$ cat src/rtl/nmr_voter_pkg.sv
// Shared health-state encoding, popcount and parameter legality helpers for the NMR voter.
// Latency: n/a (types and pure functions only).
// Backpressure: n/a.
package nmr_voter_pkg;

    typedef enum logic [1:0] {
        HS_OK      = 2'b00,
        HS_SUSPECT = 2'b01,
        HS_FAILED  = 2'b10
    } health_t;

    localparam int unsigned MAX_N      = 7;
    localparam int unsigned MAX_THRESH = 15;

    function automatic logic [3:0] popcount(input logic [MAX_N-1:0] v);
        logic [3:0] c;
        c = '0;
        for (int i = 0; i < MAX_N; i++) begin
            c = c + {3'b000, v[i]};
        end
        return c;
    endfunction

    function automatic bit params_ok(input int n, input int w, input int thresh);
        return (n % 2 == 1) && (n >= 3) && (n <= MAX_N) && (w >= 1) &&
               (thresh >= 1) && (thresh <= MAX_THRESH);
    endfunction

endpackage

$ cat src/rtl/nmr_voter_seq_if.sv
// Sample/result bundle between the replicated lanes and the voter.
// Latency: n/a (wiring only).
// Backpressure: none; the consumer must accept one result per valid sample.
interface nmr_voter_seq_if #(
    parameter int N = 3,
    parameter int W = 8
);
    logic           valid_in;
    logic [N*W-1:0] data_in;
    logic           clear_faults;
    logic           valid_out;
    logic [W-1:0]   data_out;
    logic [N-1:0]   disagree;
    logic           tie;
    logic [N-1:0]   failed;
    logic           all_failed;

    modport master (
        output valid_in, data_in, clear_faults,
        input  valid_out, data_out, disagree, tie, failed, all_failed
    );

    modport slave (
        input  valid_in, data_in, clear_faults,
        output valid_out, data_out, disagree, tie, failed, all_failed
    );
endinterface

$ cat src/rtl/voter_channel_health.sv
// Per-channel health tracker: OK -> SUSPECT -> FAILED on consecutive disagreements.
// Latency: state updates at the edge after the qualifying sample.
// Backpressure: none; advances only on valid samples, clear wins over updates.
module voter_channel_health
    import nmr_voter_pkg::*;
#(
    parameter int FAIL_THRESH = 3
) (
    input  logic    clk,
    input  logic    rst_n,
    input  logic    valid,
    input  logic    disagree,
    input  logic    clear,
    output logic    failed,
    output health_t state
);
    localparam int CW = $clog2(FAIL_THRESH + 1);
    localparam logic [CW-1:0] CNT_ONE  = CW'(1);
    localparam logic [CW-1:0] CNT_LAST = CW'(FAIL_THRESH - 1);
    localparam logic [CW-1:0] CNT_MAX  = CW'(FAIL_THRESH);

    health_t       state_nxt;
    logic [CW-1:0] cnt;
    logic [CW-1:0] cnt_nxt;

    always_ff @(posedge clk or negedge rst_n) begin
        if (!rst_n) begin
            state <= HS_OK;
            cnt   <= '0;
        end else begin
            state <= state_nxt;
            cnt   <= cnt_nxt;
        end
    end

    always_comb begin
        state_nxt = state;
        cnt_nxt   = cnt;
        if (clear) begin
            state_nxt = HS_OK;
            cnt_nxt   = '0;
        end else if (valid) begin
            case (state)
                HS_OK: begin
                    if (disagree) begin
                        cnt_nxt   = CNT_ONE;
                        state_nxt = (FAIL_THRESH == 1) ? HS_FAILED : HS_SUSPECT;
                    end
                end
                HS_SUSPECT: begin
                    if (!disagree) begin
                        cnt_nxt   = '0;
                        state_nxt = HS_OK;
                    end else if (cnt >= CNT_LAST) begin
                        // Counter pins at the threshold once the channel fails.
                        cnt_nxt   = CNT_MAX;
                        state_nxt = HS_FAILED;
                    end else begin
                        cnt_nxt = cnt + CNT_ONE;
                    end
                end
                HS_FAILED: begin
                    state_nxt = HS_FAILED;
                end
                default: begin
                    state_nxt = HS_OK;
                    cnt_nxt   = '0;
                end
            endcase
        end
    end

    assign failed = (state == HS_FAILED);

endmodule

$ cat src/rtl/nmr_voter_seq.sv
// Registered N-way bitwise majority voter with per-channel fault exclusion.
// Latency: 1 cycle from valid_in to valid_out; outputs hold while idle.
// Backpressure: none; every valid sample yields exactly one result pulse.
module nmr_voter_seq
    import nmr_voter_pkg::*;
#(
    parameter int N           = 3,
    parameter int W           = 8,
    parameter int FAIL_THRESH = 3
) (
    input  logic           clk,
    input  logic           rst_n,
    nmr_voter_seq_if.slave bus
);
    if (!params_ok(N, W, FAIL_THRESH)) begin : g_param_err
        $error("nmr_voter_seq: N must be odd in 3..7 and FAIL_THRESH in 1..15");
    end

    logic [N-1:0]       failed_mask;
    logic [N-1:0]       active;
    logic [N-1:0]       chan_is_failed;
    health_t            chan_state [N];
    logic [MAX_N-1:0]   act_pad;
    logic [MAX_N-1:0]   col;
    logic [3:0]         act_cnt;
    logic [3:0]         ones;
    logic [W-1:0]       vote_c;
    logic               tie_c;
    logic [N-1:0]       dis_c;

    assign active = ~failed_mask;

    // Majority per bit over the active set only; an even split resolves to 0 and flags a tie.
    always_comb begin
        act_pad = '0;
        col     = '0;
        ones    = '0;
        vote_c  = '0;
        tie_c   = 1'b0;
        dis_c   = '0;
        act_pad[N-1:0] = active;
        act_cnt = popcount(act_pad);
        for (int i = 0; i < W; i++) begin
            col = '0;
            for (int k = 0; k < N; k++) begin
                col[k] = bus.data_in[k*W+i] & active[k];
            end
            ones = popcount(col);
            if ({ones, 1'b0} > {1'b0, act_cnt}) begin
                vote_c[i] = 1'b1;
            end else if ({ones, 1'b0} == {1'b0, act_cnt}) begin
                tie_c = 1'b1;
            end
        end
        for (int k = 0; k < N; k++) begin
            dis_c[k] = (bus.data_in[k*W +: W] != vote_c);
        end
    end

    always_ff @(posedge clk or negedge rst_n) begin
        if (!rst_n) begin
            bus.valid_out <= 1'b0;
            bus.data_out  <= '0;
            bus.disagree  <= '0;
            bus.tie       <= 1'b0;
        end else begin
            bus.valid_out <= bus.valid_in;
            if (bus.valid_in) begin
                bus.data_out <= vote_c;
                bus.disagree <= dis_c;
                bus.tie      <= tie_c;
            end
        end
    end

    for (genvar k = 0; k < N; k++) begin : g_health
        voter_channel_health #(
            .FAIL_THRESH (FAIL_THRESH)
        ) u_health (
            .clk      (clk),
            .rst_n    (rst_n),
            .valid    (bus.valid_in),
            .disagree (dis_c[k]),
            .clear    (bus.clear_faults),
            .failed   (failed_mask[k]),
            .state    (chan_state[k])
        );
        assign chan_is_failed[k] = (chan_state[k] == HS_FAILED);
    end

    assign bus.failed     = failed_mask;
    assign bus.all_failed = &chan_is_failed;

endmodule

$ cat src/flat_wrapper.sv
// flat-port wrapper written by rule: the top's interface ports become plain ports
module nmr_voter_seq_flat import nmr_voter_pkg::*;
#(
    parameter int N           = 3,
    parameter int W           = 8,
    parameter int FAIL_THRESH = 3
)
  (clk, rst_n, bus_valid_in, bus_data_in, bus_clear_faults, bus_valid_out, bus_data_out, bus_disagree, bus_tie, bus_failed, bus_all_failed);
  nmr_voter_seq_if #(.N(N), .W(W)) bus_i ();
  input  logic clk;
  input  logic rst_n;
  input wire logic [$bits(bus_i.valid_in)-1:0] bus_valid_in;
  input wire logic [$bits(bus_i.data_in)-1:0] bus_data_in;
  input wire logic [$bits(bus_i.clear_faults)-1:0] bus_clear_faults;
  output wire logic [$bits(bus_i.valid_out)-1:0] bus_valid_out;
  output wire logic [$bits(bus_i.data_out)-1:0] bus_data_out;
  output wire logic [$bits(bus_i.disagree)-1:0] bus_disagree;
  output wire logic [$bits(bus_i.tie)-1:0] bus_tie;
  output wire logic [$bits(bus_i.failed)-1:0] bus_failed;
  output wire logic [$bits(bus_i.all_failed)-1:0] bus_all_failed;
  assign bus_i.valid_in = bus_valid_in;
  assign bus_i.data_in = bus_data_in;
  assign bus_i.clear_faults = bus_clear_faults;
  assign bus_valid_out = bus_i.valid_out;
  assign bus_data_out = bus_i.data_out;
  assign bus_disagree = bus_i.disagree;
  assign bus_tie = bus_i.tie;
  assign bus_failed = bus_i.failed;
  assign bus_all_failed = bus_i.all_failed;
  nmr_voter_seq #(.N(N), .W(W), .FAIL_THRESH(FAIL_THRESH)) u_core (.clk(clk), .rst_n(rst_n), .bus(bus_i));
endmodule
$ cat config.mk
export PLATFORM = sky130hd
export DESIGN_NAME = nmr_voter_seq_flat
export DESIGN_NICKNAME = d
export VERILOG_FILES = /design/src/rtl/nmr_voter_pkg.sv /design/src/rtl/nmr_voter_seq_if.sv /design/src/rtl/voter_channel_health.sv /design/src/rtl/nmr_voter_seq.sv /design/src/flat_wrapper.sv
export SDC_FILE = /design/constraint.sdc
export NUM_CORES = 1
export LEC_CHECK = 0
export ABC_AREA = 0
export CELL_PAD_IN_SITES_DETAIL_PLACEMENT = 1
export CELL_PAD_IN_SITES_GLOBAL_PLACEMENT = 2
export CORE_AREA = 2 2 100 102
export DETAILED_ROUTE_END_ITERATION = 16
export DIE_AREA = 0 0 102 104
export PLACE_DENSITY_LB_ADDON = 0.1
export SKIP_CTS_REPAIR_TIMING = 1
export SLEW_MARGIN = 20
export SYNTH_ARGS = -nofsm -noshare
export SYNTH_HDL_FRONTEND = slang
export SYNTH_SLANG_ARGS = --single-unit
$ cat constraint.sdc
create_clock -name clk -period 3.5 [get_ports clk]
set_input_delay 0.7 -clock clk [delete_from_list [all_inputs] [get_ports clk]]
set_output_delay 0.7 -clock clk [all_outputs]
set_load 0.02 [all_outputs]
* After elaboration in Yosys (flattened, before gate mapping)
Cells that the tools add are included.
Storage, ports and cells: register bits 25, latch bits 0, memory bits (writable) 0, ROM bits 0, bits of input ports 28, output and inout port bits 17, word-level logic and storage cells 161, memories kept 0
Cells by class: add/subtract/negate cells 21, multiply operators 0, div/mod/pow operators 0, order comparisons 11, equality and inequality tests 26, shifts and indexed selects 0, muxes and demuxes 57, bitwise operators 25, reductions and logical operators 11
Operator list (number):
- $mux W2 | 27
- $eq A5 B4 Y1 | 8
- $gt A5 B4 Y1 | 8
- $add A4 B1 Y4 | 9
- $pmux W2 S3 | 6
- $and A1 B1 Y1 | 24
- $mux W1 | 24
- $ne A8 B8 Y1 | 3
- $reduce_and A3 Y1 | 7
- $add A1 B1 Y2 | 9
- $ne A4 B4 Y1 const B | 3
- $ne A3 B3 Y1 const B | 3
- $add A2 B1 Y2 const B | 3
- $eq A2 B1 Y1 const B | 3
- $eq A2 B2 Y1 const B | 3
- $ge A2 B2 Y1 const B | 3
- $logic_not A2 Y1 | 3
- $ne A2 B2 Y1 const B | 3
- $not A3 Y3 | 1
- $reduce_bool A2 Y1 | 1

* Depth between registers and ports, before layout
depth after elaboration 22, depth in mapped cells 14, depth with buffers taken out 12

* Cells and area by module
From an unflattened synthesis, not the netlist that was laid out.
Second synthesis, totals: cell total of the unflattened synthesis 215, area, all modules 1968.1 sq um
Modules (own cells, without submodules):
- nmr_voter_seq | instances 1, cells each 149, area an instance 1356.3 sq um, seq. area each 325.3 sq um
- voter_channel_health | instances 3, cells each 22, area an instance 203.9 sq um, seq. area each 100.1 sq um

* Least setup slack after synthesis
No wires, ideal clock.
path type register -> register, start reg u_core.g_health[0].u_health.state[0], end reg u_core.g_health[2].u_health.cnt[0], library setup time 127 ps, data arrival time 3283 ps, slack 90 ps, stages on the path, launching flop included 14, path buffers 1, cell sequence dfrtp_1 -> nand2b_1 -> clkbuf_1 -> ha_1 -> ha_1 -> ha_1 -> inv_1 -> ha_1 -> a211oi_1 -> or3_1 -> nand4_2 -> or4_1 -> a22oi_1 -> o21ai_1
Between the ends: cells in the longest elaborated chain, start to end 12, elaborated cells between the ends (all ways) 51, those cells by class add/sub (18); order compare (8); eq/ne (3); mux (12); bitwise (9); reduce/logical (1)
RTL lines:
- from (decl) | line voter_channel_health.sv:15 | output health_t state
- from (signal assigned) | line voter_channel_health.sv:31 | state <= state_nxt;
- $eq A2 B2 Y1 (*) | line voter_channel_health.sv:73 | assign failed = (state == HS_FAILED);
- $not A3 Y3 (*) | line nmr_voter_seq.sv:31 | assign active = ~failed_mask;
- $and A1 B1 Y1 | line nmr_voter_seq.sv:46 | col[k] = bus.data_in[k*W+i] & active[k];
- $add A1 B1 Y2 | line nmr_voter_pkg.sv:19 | c = c + {3'b000, v[i]};
- $add A4 B1 Y4 | line nmr_voter_pkg.sv:19
- $gt A5 B4 Y1 | line nmr_voter_seq.sv:49 | if ({ones, 1'b0} > {1'b0, act_cnt}) begin
- $mux W1 | line nmr_voter_seq.sv:49
- $ne A8 B8 Y1 (*) | line nmr_voter_seq.sv:56 | dis_c[k] = (bus.data_in[k*W +: W] != vote_c);
- $mux W2 | line voter_channel_health.sv:51 | if (!disagree) begin
- $pmux W2 S3 | line voter_channel_health.sv:43 | case (state)
- $mux W2 | line voter_channel_health.sv:42 | end else if (valid) begin
- $mux W2 | line voter_channel_health.sv:39 | if (clear) begin
- to (signal assigned) | line voter_channel_health.sv:32 | cnt <= cnt_nxt;
- to (decl) | line voter_channel_health.sv:23 | logic [CW-1:0] cnt;
Every way passes the cells marked *; elsewhere a longest branch is shown, timed or not. The select of a mux whose other input is x is not followed. A chain may end at the register's enable or synchronous reset.

* Worst setup path after layout
start in bus_data_in[17], end reg u_core.g_health[0].u_health.state[1]
Between the ends: cells in the longest elaborated chain, start to end 9, elaborated cells between the ends (all ways) 12, those cells by class add/sub (1); order compare (1); eq/ne (3); mux (5); bitwise (1); reduce/logical (1)
RTL lines:
- from (decl) | line flat_wrapper.sv:13 | input wire logic [$bits(bus_i.data_in)-1:0] bus_data_in;
- $and A1 B1 Y1 (*) | line nmr_voter_seq.sv:46
- $add A4 B1 Y4 (*) | line nmr_voter_pkg.sv:19
- $gt A5 B4 Y1 (*) | line nmr_voter_seq.sv:49
- $mux W1 (*) | line nmr_voter_seq.sv:49
- $ne A8 B8 Y1 (*) | line nmr_voter_seq.sv:56
- $mux W2 | line voter_channel_health.sv:51
- $pmux W2 S3 | line voter_channel_health.sv:43
- $mux W2 | line voter_channel_health.sv:42
- $mux W2 | line voter_channel_health.sv:39
Marked as above.

==> flow_metrics.env <==
export IMPL_fin_crit_sh=0.9804
export IMPL_cap_violations=0
export IMPL_worstPathRequired_ns=3.71
export IMPL_synthFlopType="dfrtp_1"
export IMPL_diodes=0
export IMPL_finalSetupTns_ns=0
export IMPL_die_y_um=104
export IMPL_drive_gt1_frac=0.3907
export IMPL_h_tree_depth=1
export IMPL_final_cell_mix="buf_4, ha_1, clkdlybuf4s50_1"
export IMPL_antenna_found_initial=0
export IMPL_drc_errors=0
export IMPL_max_freq_mhz=291.4
export IMPL_synth_cell_type_count=43
export IMPL_ant_nets=0
export IMPL_finalCriticalPeriod_ns=3.431
export IMPL_holdPathEnd="u_core.bus.data_out[6]"
export IMPL_rsz0062_at_grt="yes"
export IMPL_grt_ovfl_total=0
export IMPL_cts_sinks=25
export IMPL_grt_pass1_vias=2809
export IMPL_coreArea_sq_mm=0.009549
export IMPL_initial_utilization=0.2923
export IMPL_die_w_um=102
export IMPL_critPathKind="primary input to flip-flop"
export IMPL_async_flop_share=1.000
export IMPL_layout_commonest_cell="buf_4"
export IMPL_cts_tree="built"
export IMPL_ys_ff_latch=25
export IMPL_worst_slew_pin_slew_ns=0.5802
export IMPL_rows=36
export IMPL_cts_buffers=3
export IMPL_yosysSeqAreaShare=0.2241
export IMPL_dp_hpwl_um=6841
export IMPL_nets=511
export IMPL_worstHoldPathCells=1
export IMPL_io_pins=45
export IMPL_numPortBuffers=44
export IMPL_syn2layout_area_growth_pct=58.54
export IMPL_path_buf_inv=2
export IMPL_whs_ns=0.4877
export IMPL_p_per_area_mw_per_mm2=223.6
export IMPL_r2r_cells=17
export IMPL_slew_violations=0
export IMPL_arrival_ns=3.64
export IMPL_grt_total_usage=0.1658
export IMPL_synthesis_area_sq_mm=0.002791
export IMPL_worstSkewPairLatency_ns=0.28
export IMPL_cts_root_buf="clkbuf_8"
export IMPL_viasPerCell=4.940
export IMPL_vias=2781
export IMPL_cts_max_path_buffers=2
export IMPL_rrSetupSlack_ns=0.10
export IMPL_synth_nets=393
export IMPL_min_path_type="flip-flop to flip-flop"
export IMPL_avgSynthCellArea_sq_um=8.918
export IMPL_leakage_nw=2.078
export IMPL_synth_edf_count=0
export IMPL_hold_violations=0
export IMPL_outcome="complete, no violations"
export IMPL_drt_iter0_markers=31
export IMPL_gp_congestion=0.7587
export IMPL_wire_per_inst_um=15.82
export IMPL_synth_cells=313
export IMPL_cpPeakStageDelay_ns=0.55
export IMPL_slowest_stage="fa_1"
export IMPL_timing_rr_end="u_core.g_health[0].u_health.cnt[1]"
export IMPL_crit_chain="clkdlybuf4s50_1 > and2_4 > fa_1 > ha_4 > and4b_2 > or3_4 > nand4_4 > nor4_4 > buf_6 > or4_4 > a21oi_2"
export IMPL_timing_slew_headroom=0.6120
export IMPL_die_area_sq_mm=0.01061
export IMPL_path_max_fanout=7
export IMPL_critical_path_top_delay_family="simple AND/OR/NAND/NOR gates"
export IMPL_start_kind="primary input"
export IMPL_cts_reportedPaths_clkPinSlew_ns=0.10
export IMPL_clock_skew_ns=0.002363
export IMPL_yosysWarningCount=0
export IMPL_grt_first_pass_wirelength_um=14010
export IMPL_routed_wl_um=8904
export IMPL_hold_start="u_core.bus.data_out[6]"
export IMPL_ir_drop_uv=154.2
export IMPL_setup_worst_path_end_class="flip-flop"
export IMPL_setup_viol=0
export IMPL_worst_path_stages=11
export IMPL_grt_max_degree=26
export IMPL_rr_startpoint="u_core.g_health[1].u_health.state[1]"
export IMPL_firstDrtPassIters=4
==> metal layers <==
layer | track usage | wire (um) | vias up
met1 | 0.2175 | 4007 | 1374
li1 | - | - | 1373
met4 | 0.01429 | 46 | 0
met2 | 0.2993 | 4658 | 30
met3 | 0.02016 | 191 | 4
met5 | 0 | 0 | -
==> through the flow <==
stage / setup WS [ns] / cell area, sq um / instances / util / total power, mW
3_5_place_dp: -0.4547 / 3824 / 543 / 0.4004 / 0.7356
5_1_grt: -0.05132 / 4425 / 563 / 0.4634 / 1.067
4_1_cts: -0.1434 / 3874 / 547 / 0.4057 / 0.9370
6_report: 0.06868 / 4425 / 563 / 0.4634 / 0.9896
3_3_place_gp: -0.4560 / 3824 / 543 / 0.4004 / 0.7274
2_1_floorplan: 0.09011 / 2791 / 313 / - / 0.5440
==> where the power goes <==
| part | internal, mW | switching (mW) | total (mW) |
|---|---|---|---|
| sequential | 0.313 | 0.0190 | 0.332 |
| combinational | 0.248 | 0.217 | 0.465 |
| clock | 0.0838 | 0.109 | 0.193 |
| total | 0.645 | 0.345 | 0.990 |
==> Yosys cell counts, types with 2 or more instances <==
cell type	count	area share
a211o_1	2	0.0063
a211oi_1	3	0.0081
a211oi_2	5	0.022
a21oi_1	10	0.018
a22o_1	2	0.0063
a22oi_1	2	0.0054
and2_1	20	0.045
and4b_1	8	0.029
buf_4	3	0.0081
buf_6	2	0.0081
clkbuf_1	8	0.011
dfrtp_1	25	0.22
fa_1	9	0.065
ha_1	43	0.19
inv_1	16	0.022
mux2i_1	2	0.0072
nand2_1	24	0.032
nand2b_1	10	0.022
nand4_1	6	0.013
nand4_2	3	0.013
nor2_1	10	0.013
nor2b_1	2	0.0045
nor3_1	10	0.018
nor4b_1	4	0.013
o21a_1	12	0.032
o21ai_0	31	0.056
o21ai_1	3	0.0054
o22ai_1	6	0.013
or3_1	16	0.036
or4_1	3	0.0081
==> flip-flops by register name (all words and copies together) (netlist names) <==
name	flops
u_core.bus.data_out	8
u_core.bus.disagree	3
u_core.bus.tie	1
u_core.bus.valid_out	1
u_core.g_health.u_health.cnt	6
u_core.g_health.u_health.state	6
==> worst max-delay path by stage <==
stage | from | end | slack (ns)
5_1_grt | u_core.g_health[1].u_health.state[1] | u_core.g_health[0].u_health.cnt[1] | -0.05
6_report | bus_data_in[17] | u_core.g_health[0].u_health.state[1] | 0.07
4_1_cts | bus_data_in[0] | u_core.g_health[1].u_health.cnt[1] | -0.14
2_1_floorplan | u_core.g_health[0].u_health.state[0] | u_core.g_health[2].u_health.cnt[0] | 0.09
3_3_place_gp | bus_data_in[0] | u_core.g_health[0].u_health.cnt[1] | -0.46
3_5_place_dp | bus_data_in[0] | u_core.g_health[0].u_health.cnt[1] | -0.45
==> cells by family after synthesis <==
logic type | Yosys count | synth area share
AOI/OAI and AO/OA | 79 | 0.1820
buffers and inverters | 31 | 0.05199
and+or+nand+nor | 123 | 0.2734
DFF | 25 | 0.2241
adders and majority gates | 52 | 0.2573
muxes | 3 | 0.01121
==> worst reg2reg max path, stage by stage, from the launching register on <==
cell      delay [ns]
dfrtp_2         0.45
nand2b_4        0.11
buf_6           0.14
and2_4          0.14
inv_1           0.05
fa_1            0.55
inv_2           0.05
ha_4            0.20
and4b_2         0.26
buf_4           0.15
o21ai_2         0.10
buf_4           0.11
nand4_1         0.14
nor4_4          0.29
buf_6           0.16
buf_4           0.12
mux2i_2         0.20
a22o_1          0.14
==> area by class of cell <==
cell class / instances / area (sq um)
Clock buffer: 3 / 41.29
Clock inverter: 1 / 8.758
Fill cell: 1108 / 5124
Inverter: 16 / 60.06
Multi-Input combinational cell: 257 / 2372
Sequential cell: 25 / 626.9
Tap cell: 133 / 166.4
Timing Repair Buffer: 128 / 1150
(Power assumes the default switching activity.)
